==> src/rtl/regfile_rd_sched_if.sv <==
// rtl/regfile_rd_sched_if.sv - operand read, write arbitration and regfile macro bus for regfile_rd_sched
interface regfile_rd_sched_if #(
    parameter int AW = 5,
    parameter int DW = 32
);
    logic          rd_valid;
    logic          rd_ready;
    logic [AW-1:0] rs1_addr;
    logic [AW-1:0] rs2_addr;
    logic          rsp_valid;
    logic          rsp_ready;
    logic [DW-1:0] rs1_data;
    logic [DW-1:0] rs2_data;
    logic          wb_we;
    logic [AW-1:0] wb_addr;
    logic [DW-1:0] wb_data;
    logic          dbg_valid;
    logic          dbg_ready;
    logic [AW-1:0] dbg_addr;
    logic [DW-1:0] dbg_data;
    logic          rf_we;
    logic [AW-1:0] rf_waddr;
    logic [DW-1:0] rf_di;
    logic [AW-1:0] rf_raddr;
    logic [DW-1:0] rf_do;

    modport master (
        output rd_valid, rs1_addr, rs2_addr, rsp_ready,
        output wb_we, wb_addr, wb_data,
        output dbg_valid, dbg_addr, dbg_data,
        output rf_do,
        input  rd_ready, rsp_valid, rs1_data, rs2_data, dbg_ready,
        input  rf_we, rf_waddr, rf_di, rf_raddr
    );

    modport slave (
        input  rd_valid, rs1_addr, rs2_addr, rsp_ready,
        input  wb_we, wb_addr, wb_data,
        input  dbg_valid, dbg_addr, dbg_data,
        input  rf_do,
        output rd_ready, rsp_valid, rs1_data, rs2_data, dbg_ready,
        output rf_we, rf_waddr, rf_di, rf_raddr
    );
endinterface

==> src/rtl/regfile_rd_sched.sv <==
// rtl/regfile_rd_sched.sv - serialises rs1/rs2 reads and arbitrates writes for a 1R1W regfile macro
// Optional write-first capture bypass: REGFILE_RD_BYPASS_EN
module regfile_rd_sched #(
    parameter int AW = 5,
    parameter int DW = 32
) (
    input  logic             clk,
    input  logic             reset_i,
    regfile_rd_sched_if.slave bus
);
    localparam logic [1:0] IDLE = 2'd0;
    localparam logic [1:0] RS1  = 2'd1;
    localparam logic [1:0] RS2  = 2'd2;
    localparam logic [1:0] RESP = 2'd3;

    logic [1:0]    state;
    logic [AW-1:0] rs1_q;
    logic [AW-1:0] rs2_q;
    logic [AW-1:0] raddr_q;
    logic [AW-1:0] raddr;
    logic [DW-1:0] rs1_data_q;
    logic [DW-1:0] rs2_data_q;
    logic [DW-1:0] cap;
    logic [AW-1:0] waddr;
    logic [DW-1:0] wdata;
    logic          we;

    // Core writeback always wins; debug only gets the port on idle writeback cycles.
    always_comb begin
        waddr = bus.wb_we ? bus.wb_addr : bus.dbg_addr;
        wdata = bus.wb_we ? bus.wb_data : bus.dbg_data;
        we    = !reset_i && (bus.wb_we || bus.dbg_valid) && (waddr != '0);
    end

    assign bus.rf_we     = we;
    assign bus.rf_waddr  = waddr;
    assign bus.rf_di     = wdata;
    assign bus.dbg_ready = !reset_i && !bus.wb_we;
    assign bus.rd_ready  = !reset_i && (state == IDLE);
    assign bus.rsp_valid = !reset_i && (state == RESP);
    assign bus.rs1_data  = rs1_data_q;
    assign bus.rs2_data  = rs2_data_q;
    assign bus.rf_raddr  = raddr;

    always_comb begin
        case (state)
            RS1:     raddr = rs1_q;
            RS2:     raddr = rs2_q;
            default: raddr = raddr_q;
        endcase
    end

    always_comb begin
`ifdef REGFILE_RD_BYPASS_EN
        if (we && (waddr == raddr)) begin
            cap = wdata;
        end else begin
            cap = bus.rf_do;
        end
`else
        cap = bus.rf_do;
`endif
        if (raddr == '0) begin
            cap = '0;
        end
    end

    always_ff @(posedge clk) begin
        if (reset_i) begin
            state      <= IDLE;
            rs1_q      <= '0;
            rs2_q      <= '0;
            raddr_q    <= '0;
            rs1_data_q <= '0;
            rs2_data_q <= '0;
        end else begin
            case (state)
                IDLE: begin
                    if (bus.rd_valid) begin
                        rs1_q <= bus.rs1_addr;
                        rs2_q <= bus.rs2_addr;
                        state <= RS1;
                    end
                end
                RS1: begin
                    rs1_data_q <= cap;
                    raddr_q    <= raddr;
                    state      <= RS2;
                end
                RS2: begin
                    rs2_data_q <= cap;
                    raddr_q    <= raddr;
                    state      <= RESP;
                end
                default: begin
                    if (bus.rsp_ready) begin
                        state <= IDLE;
                    end
                end
            endcase
        end
    end
endmodule

==> src/flat_wrapper.sv <==
// flat-port wrapper written by rule: the top's interface ports become plain ports
module regfile_rd_sched_flat 
#(
    parameter int AW = 5,
    parameter int DW = 32
)
  (clk, reset_i, bus_rd_valid, bus_rs1_addr, bus_rs2_addr, bus_rsp_ready, bus_wb_we, bus_wb_addr, bus_wb_data, bus_dbg_valid, bus_dbg_addr, bus_dbg_data, bus_rf_do, bus_rd_ready, bus_rsp_valid, bus_rs1_data, bus_rs2_data, bus_dbg_ready, bus_rf_we, bus_rf_waddr, bus_rf_di, bus_rf_raddr);
  regfile_rd_sched_if #(.AW(AW), .DW(DW)) bus_i ();
  input  logic clk;
  input  logic reset_i;
  input wire logic [$bits(bus_i.rd_valid)-1:0] bus_rd_valid;
  input wire logic [$bits(bus_i.rs1_addr)-1:0] bus_rs1_addr;
  input wire logic [$bits(bus_i.rs2_addr)-1:0] bus_rs2_addr;
  input wire logic [$bits(bus_i.rsp_ready)-1:0] bus_rsp_ready;
  input wire logic [$bits(bus_i.wb_we)-1:0] bus_wb_we;
  input wire logic [$bits(bus_i.wb_addr)-1:0] bus_wb_addr;
  input wire logic [$bits(bus_i.wb_data)-1:0] bus_wb_data;
  input wire logic [$bits(bus_i.dbg_valid)-1:0] bus_dbg_valid;
  input wire logic [$bits(bus_i.dbg_addr)-1:0] bus_dbg_addr;
  input wire logic [$bits(bus_i.dbg_data)-1:0] bus_dbg_data;
  input wire logic [$bits(bus_i.rf_do)-1:0] bus_rf_do;
  output wire logic [$bits(bus_i.rd_ready)-1:0] bus_rd_ready;
  output wire logic [$bits(bus_i.rsp_valid)-1:0] bus_rsp_valid;
  output wire logic [$bits(bus_i.rs1_data)-1:0] bus_rs1_data;
  output wire logic [$bits(bus_i.rs2_data)-1:0] bus_rs2_data;
  output wire logic [$bits(bus_i.dbg_ready)-1:0] bus_dbg_ready;
  output wire logic [$bits(bus_i.rf_we)-1:0] bus_rf_we;
  output wire logic [$bits(bus_i.rf_waddr)-1:0] bus_rf_waddr;
  output wire logic [$bits(bus_i.rf_di)-1:0] bus_rf_di;
  output wire logic [$bits(bus_i.rf_raddr)-1:0] bus_rf_raddr;
  assign bus_i.rd_valid = bus_rd_valid;
  assign bus_i.rs1_addr = bus_rs1_addr;
  assign bus_i.rs2_addr = bus_rs2_addr;
  assign bus_i.rsp_ready = bus_rsp_ready;
  assign bus_i.wb_we = bus_wb_we;
  assign bus_i.wb_addr = bus_wb_addr;
  assign bus_i.wb_data = bus_wb_data;
  assign bus_i.dbg_valid = bus_dbg_valid;
  assign bus_i.dbg_addr = bus_dbg_addr;
  assign bus_i.dbg_data = bus_dbg_data;
  assign bus_i.rf_do = bus_rf_do;
  assign bus_rd_ready = bus_i.rd_ready;
  assign bus_rsp_valid = bus_i.rsp_valid;
  assign bus_rs1_data = bus_i.rs1_data;
  assign bus_rs2_data = bus_i.rs2_data;
  assign bus_dbg_ready = bus_i.dbg_ready;
  assign bus_rf_we = bus_i.rf_we;
  assign bus_rf_waddr = bus_i.rf_waddr;
  assign bus_rf_di = bus_i.rf_di;
  assign bus_rf_raddr = bus_i.rf_raddr;
  regfile_rd_sched #(.AW(AW), .DW(DW)) u_core (.clk(clk), .reset_i(reset_i), .bus(bus_i));
endmodule
==> config.mk <==
export PLATFORM = sky130hd
export DESIGN_NAME = regfile_rd_sched_flat
export DESIGN_NICKNAME = d
export VERILOG_FILES = /design/src/rtl/regfile_rd_sched_if.sv /design/src/rtl/regfile_rd_sched.sv /design/src/flat_wrapper.sv
export SDC_FILE = /design/constraint.sdc
export NUM_CORES = 1
export LEC_CHECK = 0
export CAP_MARGIN = 10
export CORE_MARGIN = 8
export CORE_UTILIZATION = 35
export DETAILED_ROUTE_END_ITERATION = 6
export GPL_ROUTABILITY_DRIVEN = 0
export PLACE_DENSITY = 0.7
export RECOVER_POWER = 100
export SETUP_SLACK_MARGIN = 0.3
export SKIP_CTS_REPAIR_TIMING = 1
export SLEW_MARGIN = 40
export SYNTH_ARGS = -nofsm -noshare
export SYNTH_HDL_FRONTEND = slang
export SYNTH_SLANG_ARGS = --single-unit
==> constraint.sdc <==
create_clock -name clk -period 4.2 [get_ports clk]
set_clock_uncertainty 0.05 [all_clocks]
set_input_delay 0.63 -clock clk [delete_from_list [all_inputs] [get_ports clk]]
set_output_delay 0.63 -clock clk [all_outputs]
set_load 0.03 [all_outputs]
==> results of run 1 <==
-- Yosys cell counts (14+ instances only) --
master	number	area share (%)
sky130_fd_sc_hd__buf_2	17	1.7
sky130_fd_sc_hd__o31ai_1	64	9.6
sky130_fd_sc_hd__o21ai_1	38	3.8
sky130_fd_sc_hd__clkbuf_1	29	2.2
sky130_fd_sc_hd__buf_6	19	4.3
sky130_fd_sc_hd__nor2_1	71	5.3
sky130_fd_sc_hd__o311ai_1	54	9.4
sky130_fd_sc_hd__nand2_1	83	6.2
sky130_fd_sc_hd__mux2_2	37	8.3
sky130_fd_sc_hd__inv_1	66	5.0
sky130_fd_sc_hd__o21ai_0	27	2.7
sky130_fd_sc_hd__dfxtp_1	81	32
sky130_fd_sc_hd__a21oi_1	14	1.4
-- power by group --
group | internal (mW) | leakage (nW) | switching, mW
logic | 0.580 | 2.00 | 1.45
clock network | 0.405 | 0.136 | 0.348
registers | 0.939 | 0.660 | 0.0845
-- registers in the layout (all words and copies together) (netlist names) --
name and cells:
u_core.rs1_q 5, u_core.bus.rs1_data 32, u_core.bus.rs2_data 32, u_core.raddr_q 5
u_core.rs2_q 5, u_core.state 2
-- final cells by class --
class                           count  area, um2
Clock buffer                        9      225.2
Inverter                           66      247.7
Fill cell                        1340       6440
Multi-Input combinational cell    427       2733
Tap cell                          180      225.2
Clock inverter                      7      52.55
Timing Repair Buffer              243       2380
Antenna cell                        4      10.01
Sequential cell                    81       1622
-- kinds of logic (layout without fill, tap and decap cells) --
group / after synthesis / after routing / share of synthesized area (%)
compound gates: 216 / 216 / 30.40
fa+ha+maj: 5 / 5 / 1.250
buf+inv: 139 / 325 / 14.07
flops: 81 / 81 / 32.40
mux: 38 / 38 / 8.525
other cells: 0 / 4 / 0
simple gates: 168 / 168 / 13.35
-- per-layer routing --
layer	up-vias	wire [um]	part of all wire (%)	GRT usage (%)
li1	2651	-	-	-
met1	2577	7166	38	21.22
met2	216	9569	51	34.19
met3	14	1833	9.7	7.455
met4	0	232	1.2	6.786
met5	-	0	0	0
-- worst min-delay path, stage by stage (launching register included) --
cell and delay, ns:
sky130_fd_sc_hd__dfxtp_1 0.31, sky130_fd_sc_hd__nand2_1 0.05, sky130_fd_sc_hd__a21oi_1 0.05
-- worst paths after layout --
check	cells past startpoint	slack, ns	start	to
worst min-delay path	2	0.41	u_core.rs2_q[2]	u_core.rs2_q[2]
worst max register to register	7	0.95	u_core.state[0]	u_core.bus.rs1_data[15]
worst min register to register	2	0.41	u_core.rs2_q[2]	u_core.rs2_q[2]
worst max-delay path	4	0.43	bus_wb_we	bus_rf_di[1]
-- placed cells by master (no fill, tap or decap), types with 2 or more instances in the layout --
| cell type | instances |
|---|---|
| sky130_fd_sc_hd__clkdlybuf4s50_1 | 121 |
| sky130_fd_sc_hd__dlygate4sd3_1 | 109 |
| sky130_fd_sc_hd__nand2_1 | 83 |
| sky130_fd_sc_hd__dfxtp_1 | 81 |
| sky130_fd_sc_hd__nor2_1 | 71 |
| sky130_fd_sc_hd__inv_1 | 66 |
| sky130_fd_sc_hd__o31ai_1 | 64 |
| sky130_fd_sc_hd__o311ai_0 | 64 |
| sky130_fd_sc_hd__o21ai_1 | 38 |
| sky130_fd_sc_hd__mux2_2 | 37 |
| sky130_fd_sc_hd__o21ai_0 | 27 |
| sky130_fd_sc_hd__a21oi_1 | 11 |
| sky130_fd_sc_hd__clkbuf_16 | 9 |
| sky130_fd_sc_hd__nor2b_1 | 7 |
| sky130_fd_sc_hd__buf_4 | 6 |
| sky130_fd_sc_hd__a21oi_4 | 5 |
| sky130_fd_sc_hd__clkbuf_2 | 5 |
| sky130_fd_sc_hd__diode_2 | 4 |
| sky130_fd_sc_hd__a22oi_2 | 3 |
| sky130_fd_sc_hd__ha_1 | 3 |
| sky130_fd_sc_hd__a22oi_1 | 2 |
| sky130_fd_sc_hd__nor3_1 | 2 |
| sky130_fd_sc_hd__and3b_1 | 2 |
| sky130_fd_sc_hd__ha_2 | 2 |
| sky130_fd_sc_hd__inv_6 | 2 |
| sky130_fd_sc_hd__clkinv_4 | 2 |
| sky130_fd_sc_hd__clkinv_2 | 2 |
| sky130_fd_sc_hd__clkbuf_1 | 2 |
-- per-stage QoR --
| stage | util [%] | cells | area (um2) | hold WS [ns] |
|---|---|---|---|---|
| finish | 53.78 | 1017 | 7495 | 0.4051 |
| CTS | 53.86 | 1013 | 7505 | 0.4078 |
| detailed placement | 51.86 | 997 | 7227 | 0.3987 |
| global route | 53.78 | 1017 | 7495 | 0.4268 |
| floorplan | - | 647 | 5005 | 0.3864 |
| global placement | 51.86 | 997 | 7227 | 0.3949 |
==> results.sh, run 1 <==
export IMPL_cp_end_kind="primary output"
export IMPL_vias_cell=5.367
export IMPL_cts_num_sinks=81
export IMPL_post_synth_instance_area_um2=5005
export IMPL_drt_drc_violations_left=0
export IMPL_ys_async_sr_fraction_pct=0
export IMPL_drt_initial_drc_count=485
export IMPL_groute_usage_overall_pct=19.61
export IMPL_starting_density_of_the_core_pct=35.92
export IMPL_worst_slew_pin_transition_ns=1.543
export IMPL_detail_route_antenna_nets=0
export IMPL_ioPinCount=232
export IMPL_synth_top_flop_cell="sky130_fd_sc_hd__dfxtp_1"
export IMPL_violations="capacitance limit, slew limit"
export IMPL_hpwl_um=13200
export IMPL_antenna_violations_before_repair=4
export IMPL_critPathSlowestCell="sky130_fd_sc_hd__dlygate4sd3_1"
export IMPL_startpoint_type="input port"
export IMPL_wire_length_of_the_first_global_routing_pass_um=28740
export IMPL_clock_insertion_delay_worst_skew_ns=0.33
export IMPL_drv_slew=131
export IMPL_relSlewSlack_pct=-2.851
export IMPL_worstPathCellList="dlygate4sd3_1 > clkbuf_1 > mux2_2 > dlygate4sd3_1"
export IMPL_finalWorstPathRequiredPeriod_ns=3.765
export IMPL_grt_start_max_net_pins=70
export IMPL_globalRouteOverflowTotal=0
export IMPL_cts_reportedPaths_clkPinSlew_ns=0.06
export IMPL_achievable_frequency_mhz=265.6
export IMPL_worstPathBufferInverterCount=3
export IMPL_syn_avg_cell_area_um2=7.735
export IMPL_timing_final_crit_share_pct=89.65
export IMPL_max_stage_delay_ns=0.83
export IMPL_critical_path_class="in2out"
export IMPL_ctsRootBufferMaster="sky130_fd_sc_hd__clkbuf_16"
export IMPL_area_growth_syn_to_layout_pct=49.75
export IMPL_die_width_um=135.6
export IMPL_timing_critical_path_arrival_ns=3.09
export IMPL_synth_yosys_seq_area_share_pct=32.40
export IMPL_setup_repair_after_global_routing_missed_its_margin="no"
export IMPL_cts_buffers=9
export IMPL_placement_io_buffers=231
export IMPL_synth_enable_flop_cells=0
export IMPL_floorplan_rows=43
export IMPL_peakVddDrop_v=0.0003768
export IMPL_crit_family="buffers and inverters"
export IMPL_core_area_um2=13930
export IMPL_drv_cap=2
export IMPL_route_detailed_wl_per_inst_um=18.49
export IMPL_totalNegativeSetupSlack_ns=0
export IMPL_detail_route_first_pass_iterations=5
export IMPL_cts_tree="yes"
export IMPL_yosys_warnings=0
export IMPL_synth_cells=647
export IMPL_critical_path_most_common_cell="sky130_fd_sc_hd__dlygate4sd3_1"
export IMPL_ys_seq_elements=81
export IMPL_grt_pass1_vias=5241
export IMPL_p_leak_nw=2.797
export IMPL_clock_tree_htree_level_count=3
export IMPL_overall_power_mw=3.810
export IMPL_final_layout_size_suffix_gt1_share_pct=9.004
export IMPL_status="complete, but fails checks"
export IMPL_worst_slack_at_placement_ns=0.8050
export IMPL_hold_violations=0
export IMPL_power_density_nw_per_um2=508.4
export IMPL_worst_path_max_fanout=11
export IMPL_syn_num_nets=774
export IMPL_design_final_nets=955
export IMPL_timing_hold_worst_class="reg2reg"
export IMPL_final_critical_path_setup_slack_ns=0.4348
export IMPL_setup_violating_endpoint_count_in_the_final_report=0
export IMPL_dieHeight_um=135.6
export IMPL_max_clock_path_buffers=2
export IMPL_synth_cell_type_count=30
export IMPL_die_outline_area_um2=18380
export IMPL_dr_total_vias=5458
export IMPL_route_final_wire_length_um=18800
export IMPL_cp_required_ns=3.52
No activity file was read; power rests on OpenSTA's default activity.
==> run 2: changes to the inputs <==
Settings changed: ABC_AREA set to 1, PLACE_DENSITY 0.7 to 0.74, SKIP_LAST_GASP set to 1.
==> run 2 against run 1 <==
  * The run now ends clean
  * Hold slack better by 0.028 ns
  * Fmax up 11%
  * Setup slack better by 0.37 ns
  * Die area fell by 15%
  * Cell count shrank 20%
  * Routed wire length fell by 19%
  * Sequential share of layout area rose by 3.6 points
  * Register-to-register slack better by 0.47 ns
  * Non-clock buffer count shrank 7
  * Via count fell by 28%
  * Synthesized cell count fell by 30%
  * Critical path type unchanged
  * Highest routed layer unchanged
==> results.sh, run 2 <==
export IMPL_ff2ff_path_depth=8
export IMPL_yosysMostFrequentCell="sky130_fd_sc_hd__o21ai_0"
export IMPL_cts_reportedPaths_clkPinSlew_ns=0.06
export IMPL_finish_utilization_pct=55.78
export IMPL_synth_enable_flop_cells=0
export IMPL_layout_cells_most_common="sky130_fd_sc_hd__clkdlybuf4s50_1"
export IMPL_timing_hold_worst_class="reg2reg"
export IMPL_setup_repair_after_global_routing_missed_its_margin="no"
export IMPL_yosysTopAreaCellShare_pct=39.08
export IMPL_route_final_wire_length_um=15270
export IMPL_rr_endpoint="u_core.bus.rs1_data[21]"
export IMPL_dieHeight_um=124.9
export IMPL_startpoint_type="input port"
export IMPL_grt_pass1_vias=4253
export IMPL_dr_total_vias=3954
export IMPL_totalNegativeSetupSlack_ns=0
export IMPL_route_detailed_wl_per_inst_um=18.72
export IMPL_crit_family="buffers and inverters"
export IMPL_synth_cell_type_count=28
export IMPL_timing_critical_path_to="bus_rf_we"
export IMPL_worstSetupStartpoint="bus_wb_we"
export IMPL_design_final_nets=791
export IMPL_timing_critical_path_depth=6
export IMPL_area_growth_syn_to_layout_pct=54.83
export IMPL_synth_largest_area_cell="sky130_fd_sc_hd__dfxtp_1"
export IMPL_max_clock_path_buffers=2
export IMPL_drt_initial_drc_count=286
export IMPL_detail_route_first_pass_iterations=4
export IMPL_timing_critical_path_arrival_ns=2.72
export IMPL_overall_power_mw=4.549
export IMPL_status="complete, no violations"
export IMPL_synth_cells=453
export IMPL_setup_violating_endpoint_count_in_the_final_report=0
export IMPL_yosys_warnings=0
export IMPL_rrSetupSlack_ns=1.42
export IMPL_p_leak_nw=2.792
export IMPL_drv_slew=0
export IMPL_grt_start_max_net_pins=76
export IMPL_worstPathCellList="clkdlybuf4s50_1 > buf_4 > o21ai_0 > nor3_1 > a31oi_1 > dlygate4sd3_1"
export IMPL_die_outline_area_um2=15590
export IMPL_critical_register_to_register_path_startpoint="u_core.state[0]"
export IMPL_post_synth_instance_area_um2=4149
export IMPL_cts_tree="yes"
export IMPL_die_width_um=124.9
export IMPL_achievable_frequency_mhz=294.2
export IMPL_worstPathBufferInverterCount=3
export IMPL_hold_slack_ns=0.4328
export IMPL_synth_top_cells_by_area="sky130_fd_sc_hd__dfxtp_1 39%, sky130_fd_sc_hd__o21bai_4 14%, sky130_fd_sc_hd__o21ai_0 9.9%, sky130_fd_sc_hd__mux2_2 8.7%, sky130_fd_sc_hd__a21oi_1 7.5%"
export IMPL_hpwl_um=12110
export IMPL_starting_density_of_the_core_pct=36.03
export IMPL_worst_path_max_fanout=44
export IMPL_drv_cap=0
export IMPL_ioPinCount=232
export IMPL_vias_cell=4.846
export IMPL_cts_num_sinks=81
export IMPL_worst_slack_at_placement_ns=0.8594
export IMPL_groute_usage_overall_pct=19.15
export IMPL_final_layout_size_suffix_gt1_share_pct=10.93
export IMPL_clock_tree_htree_level_count=3
export IMPL_ys_seq_elements=81
export IMPL_dpl_instance_area_um2=6451
export IMPL_critical_path_class="in2out"
export IMPL_finalWorstPathRequiredPeriod_ns=3.399
export IMPL_timing_final_crit_share_pct=80.94
export IMPL_cts_buffers=9
export IMPL_antenna_violations_before_repair=5
export IMPL_worst_slew_pin_transition_ns=1.245
export IMPL_ys_async_sr_fraction_pct=0
export IMPL_globalRouteOverflowTotal=0
export IMPL_floorplan_rows=39
export IMPL_ctsRootBufferMaster="sky130_fd_sc_hd__clkbuf_16"
export IMPL_relSlewSlack_pct=17.00
export IMPL_place_detailed_instances=796
export IMPL_critPathSlowestCell="sky130_fd_sc_hd__dlygate4sd3_1"
export IMPL_placement_io_buffers=231
export IMPL_synth_yosys_seq_area_share_pct=39.08
export IMPL_final_critical_path_setup_slack_ns=0.8006
export IMPL_clock_insertion_delay_worst_skew_ns=0.33
export IMPL_peakVddDrop_v=0.0003555
export IMPL_drt_drc_violations_left=0
export IMPL_wire_length_of_the_first_global_routing_pass_um=23540
export IMPL_max_stage_delay_ns=0.70
export IMPL_cp_required_ns=3.52
export IMPL_layout_cells_non_filler=816
export IMPL_syn_num_nets=580
export IMPL_layout_common_cells="121 x sky130_fd_sc_hd__clkdlybuf4s50_1, 110 x sky130_fd_sc_hd__dlygate4sd3_1, 83 x sky130_fd_sc_hd__o21ai_0"
export IMPL_synth_top_flop_cell="sky130_fd_sc_hd__dfxtp_1"
export IMPL_hold_violations=0
export IMPL_fin_area_um2=6424
export IMPL_syn_avg_cell_area_um2=9.159
export IMPL_core_area_um2=11520
export IMPL_detail_route_antenna_nets=0
export IMPL_power_density_nw_per_um2=708.1
export IMPL_cp_end_kind="primary output"
export IMPL_post_synth_most_frequent_cells="82 x sky130_fd_sc_hd__o21ai_0, 81 x sky130_fd_sc_hd__dfxtp_1, 62 x sky130_fd_sc_hd__a21oi_1"
-- run 2: cell types whose count changed in the layout (fill, tap and decap cells not counted), moves of 5 or more --
| cell | change |
|---|---|
| sky130_fd_sc_hd__nor2b_1 | -7 |
| sky130_fd_sc_hd__a21oi_4 | -5 |
| sky130_fd_sc_hd__mux2_2 | -5 |
| sky130_fd_sc_hd__o21bai_2 | +12 |
| sky130_fd_sc_hd__inv_1 | -18 |
| sky130_fd_sc_hd__a21oi_1 | +53 |
| sky130_fd_sc_hd__o311ai_0 | -64 |
| sky130_fd_sc_hd__o31ai_1 | -64 |
| sky130_fd_sc_hd__nor2_1 | -39 |
| sky130_fd_sc_hd__o21bai_1 | +19 |
| sky130_fd_sc_hd__o21ai_1 | -38 |
| sky130_fd_sc_hd__o21ai_0 | +56 |
| sky130_fd_sc_hd__nand2_1 | -62 |
-- run 2: report_power, final --
group          switching (mW)  internal (mW)  total [mW]
sequential              0.133           1.05        1.18
combinational            1.76          0.893        2.65
clock                   0.286          0.430       0.716
-- run 2: worst min path at each step --
stage                     from         endpoint  slack (ns)  cells after the start
3_3_place_gp   u_core.rs1_q[2]  u_core.rs1_q[2]        0.42                      2
2_1_floorplan  u_core.rs1_q[0]  u_core.rs1_q[0]        0.40                      2
4_1_cts        u_core.rs2_q[3]  u_core.rs2_q[3]        0.44                      2
3_5_place_dp   u_core.rs2_q[3]  u_core.rs2_q[3]        0.42                      2
6_report       u_core.rs1_q[3]  u_core.rs1_q[3]        0.43                      2
5_1_grt        u_core.rs2_q[2]  u_core.rs2_q[2]        0.47                      2
-- run 2: cell type report --
class                      instances  area (um2)
clock inverter                     2       13.76
sequential                        81        1622
multi-input combinational        286        1789
antenna                            5       12.51
fill                            1040        5092
clock buffer                      13       260.3
timing repair buffer             236        2360
inverter                          50       187.7
tap                              143       178.9
-- run 2: cell families (layout without fill, tap and decap cells) --
| group | count (synthesis) | after routing | synth area share, % |
|---|---|---|---|
| buffers and inverters | 86 | 301 | 10.40 |
| other | 0 | 5 | 0 |
| and+or+nand+nor | 67 | 67 | 7.811 |
| DFF | 81 | 81 | 39.08 |
| AOI/OAI and AO/OA | 182 | 182 | 32.51 |
| muxes | 32 | 32 | 8.685 |
| adders and majority gates | 5 | 5 | 1.508 |
-- run 2: metal layers --
layer	up-vias	GRT usage (%)	part of all wire, %
met5	-	0	0
met4	0	7.450	1.0
met3	12	8.134	9.0
met2	164	34.78	52
met1	1839	18.90	38
li1	1939	-	-
-- run 2: tightest hold or removal path, delay by kind of cell (launching register included) --
family,cells,cell delay [ns]
AND/OR/NAND/NOR,2,0.13
flip-flops,1,0.32
==> run 3: changes to the inputs <==
Clock period 4.2 ns to 3.34 ns, I/O delays scaled along.
==> run 3 against run 2 <==
  * Combinational power up 24%
  * Flip-flop and latch count did not move
  * Utilization down 0.53 points
  * Cell count grew 0.12%
  * Critical path depth unchanged
  * Via count about the same
  * Routed wire length rose by 0.58%
  * First-iteration DRC count fell by 6.3%
  * Sequential power up 27%
  * Hold slack got worse by 0.0026 ns
==> results.sh, run 3 (same netlist as run 2, synthesis figures left out) <==
export IMPL_status="complete, no violations"
export IMPL_power_share_sequential_pct=26.2
export IMPL_hpwl_um=12130
export IMPL_overall_power_mw=5.718
export IMPL_core_area_um2=11520
export IMPL_cp_end_kind="primary output"
export IMPL_floorplan_rows=39
export IMPL_route_final_wire_length_um=15360
export IMPL_timing_hold_worst_class="reg2reg"
export IMPL_worst_path_max_fanout=11
export IMPL_p_int_mw=2.951
export IMPL_cts_num_sinks=81
export IMPL_die_width_um=124.9
export IMPL_area_growth_syn_to_layout_pct=53.35
export IMPL_ioPinCount=232
export IMPL_cts_buffers=9
export IMPL_p_leak_nw=2.748
export IMPL_achievable_frequency_mhz=334.0
export IMPL_detail_route_antenna_nets=0
export IMPL_drt_initial_drc_count=268
export IMPL_ctsRootBufferMaster="sky130_fd_sc_hd__clkbuf_16"
export IMPL_grt_start_max_net_pins=76
export IMPL_peakVddDrop_v=0.0004949
export IMPL_final_critical_path_setup_slack_ns=0.3462
export IMPL_design_final_nets=793
export IMPL_dieHeight_um=124.9
export IMPL_timing_critical_path_arrival_ns=2.44
export IMPL_cts_reportedPaths_clkPinSlew_ns=0.06
export IMPL_power_switching_fraction_pct=48.39
export IMPL_groute_usage_overall_pct=19.33
export IMPL_cp_required_ns=2.79
export IMPL_totalNegativeSetupSlack_ns=0
export IMPL_timing_final_crit_share_pct=89.64
export IMPL_layout_cells_most_common="sky130_fd_sc_hd__clkdlybuf4s50_1"
export IMPL_power_net_switching_mw=2.767
export IMPL_setup_repair_after_global_routing_missed_its_margin="no"
export IMPL_cts_tree="yes"
export IMPL_detail_route_first_pass_iterations=5
export IMPL_die_outline_area_um2=15590
export IMPL_dr_total_vias=3956
export IMPL_startpoint_type="flip-flop"
export IMPL_final_layout_size_suffix_gt1_share_pct=11.03
export IMPL_finalWorstPathRequiredPeriod_ns=2.994
export IMPL_route_detailed_wl_per_inst_um=18.80
export IMPL_placement_io_buffers=231
export IMPL_wire_length_of_the_first_global_routing_pass_um=23740
export IMPL_setup_violating_endpoint_count_in_the_final_report=0
export IMPL_power_combinational_fraction_pct=57.5
export IMPL_drt_drc_violations_left=0
export IMPL_drv_cap=0
export IMPL_clock_insertion_delay_worst_skew_ns=0.33
export IMPL_clkPwrFrac_pct=16.3
export IMPL_max_clock_path_buffers=2
export IMPL_drv_slew=0
export IMPL_worst_slack_at_placement_ns=0.4135
export IMPL_grt_pass1_vias=4213
export IMPL_antenna_violations_before_repair=3
export IMPL_worst_slew_pin_transition_ns=0.7985
export IMPL_hold_violations=0
export IMPL_vias_cell=4.842
export IMPL_globalRouteOverflowTotal=0
export IMPL_relSlewSlack_pct=46.62
export IMPL_power_density_nw_per_um2=898.8
export IMPL_layout_common_cells="121 x sky130_fd_sc_hd__clkdlybuf4s50_1, 92 x sky130_fd_sc_hd__dlygate4sd3_1, 82 x sky130_fd_sc_hd__o21ai_0"
export IMPL_clock_tree_htree_level_count=3
export IMPL_critical_path_class="reg2out"
export IMPL_starting_density_of_the_core_pct=36.03
==> run 3: power groups by stage <==
stage / Combinational (mW) / Sequential (mW) / Clock [mW]
after global routing: 3.55 / 1.54 / 0.991
after CTS: 4.20 / 1.51 / 0.946
after floorplan: 2.56 / 2.06 / 0
after detailed placement: 4.18 / 1.53 / 0
final: 3.29 / 1.50 / 0.930
after global placement: 4.11 / 1.51 / 0
==> run 3: metrics by stage <==
stage	utilization, %	instance area [um2]	hold slack [ns]	cells
3_5_place_dp	56.19	6471	0.4203	798
3_3_place_gp	56.19	6471	0.4163	798
5_1_grt	55.25	6362	0.4458	817
2_1_floorplan	-	4149	0.4049	453
4_1_cts	58.65	6754	0.4349	814
6_report	55.25	6362	0.4302	817
==> run 3: final cells by class <==
type                            instances  area [um2]
Fill cell                            1054        5154
Multi-Input combinational cell        286        1795
Timing Repair Buffer                  238        2288
Inverter                               50       187.7
Clock buffer                           12       256.5
Tap cell                              143       178.9
Sequential cell                        81        1622
Antenna cell                            3       7.507
Clock inverter                          4       26.28
==> run 3: per-layer routing <==
| layer | share of wire (%) | routed length, um | track usage [%] | up-vias |
|---|---|---|---|---|
| met5 | 0 | 0 | 0 | - |
| met4 | 3.3 | 506 | 8.883 | 0 |
| met3 | 9.7 | 1491 | 8.647 | 28 |
| met2 | 50 | 7645 | 33.79 | 178 |
| met1 | 37 | 5718 | 19.39 | 1803 |
| li1 | - | - | - | 1947 |
==> run 3: final timing paths <==
| path | from | to | slack (ns) | cells past startpoint |
|---|---|---|---|---|
| setup / recovery | u_core.state[0] | bus_rf_raddr[1] | 0.35 | 6 |
| hold / removal | u_core.rs1_q[3] | u_core.rs1_q[3] | 0.43 | 2 |
| setup reg to reg | u_core.state[0] | u_core.bus.rs1_data[25] | 0.42 | 8 |
| hold reg to reg | u_core.rs1_q[3] | u_core.rs1_q[3] | 0.43 | 2 |
==> run 3: worst max-delay path, stage by stage (launching register included) <==
cell and delay, ns:
sky130_fd_sc_hd__dfxtp_1 0.45, sky130_fd_sc_hd__inv_1 0.13, sky130_fd_sc_hd__ha_1 0.54, sky130_fd_sc_hd__or2_0 0.19, sky130_fd_sc_hd__nand2_2 0.08, sky130_fd_sc_hd__inv_1 0.06
sky130_fd_sc_hd__clkdlybuf4s50_1 0.66
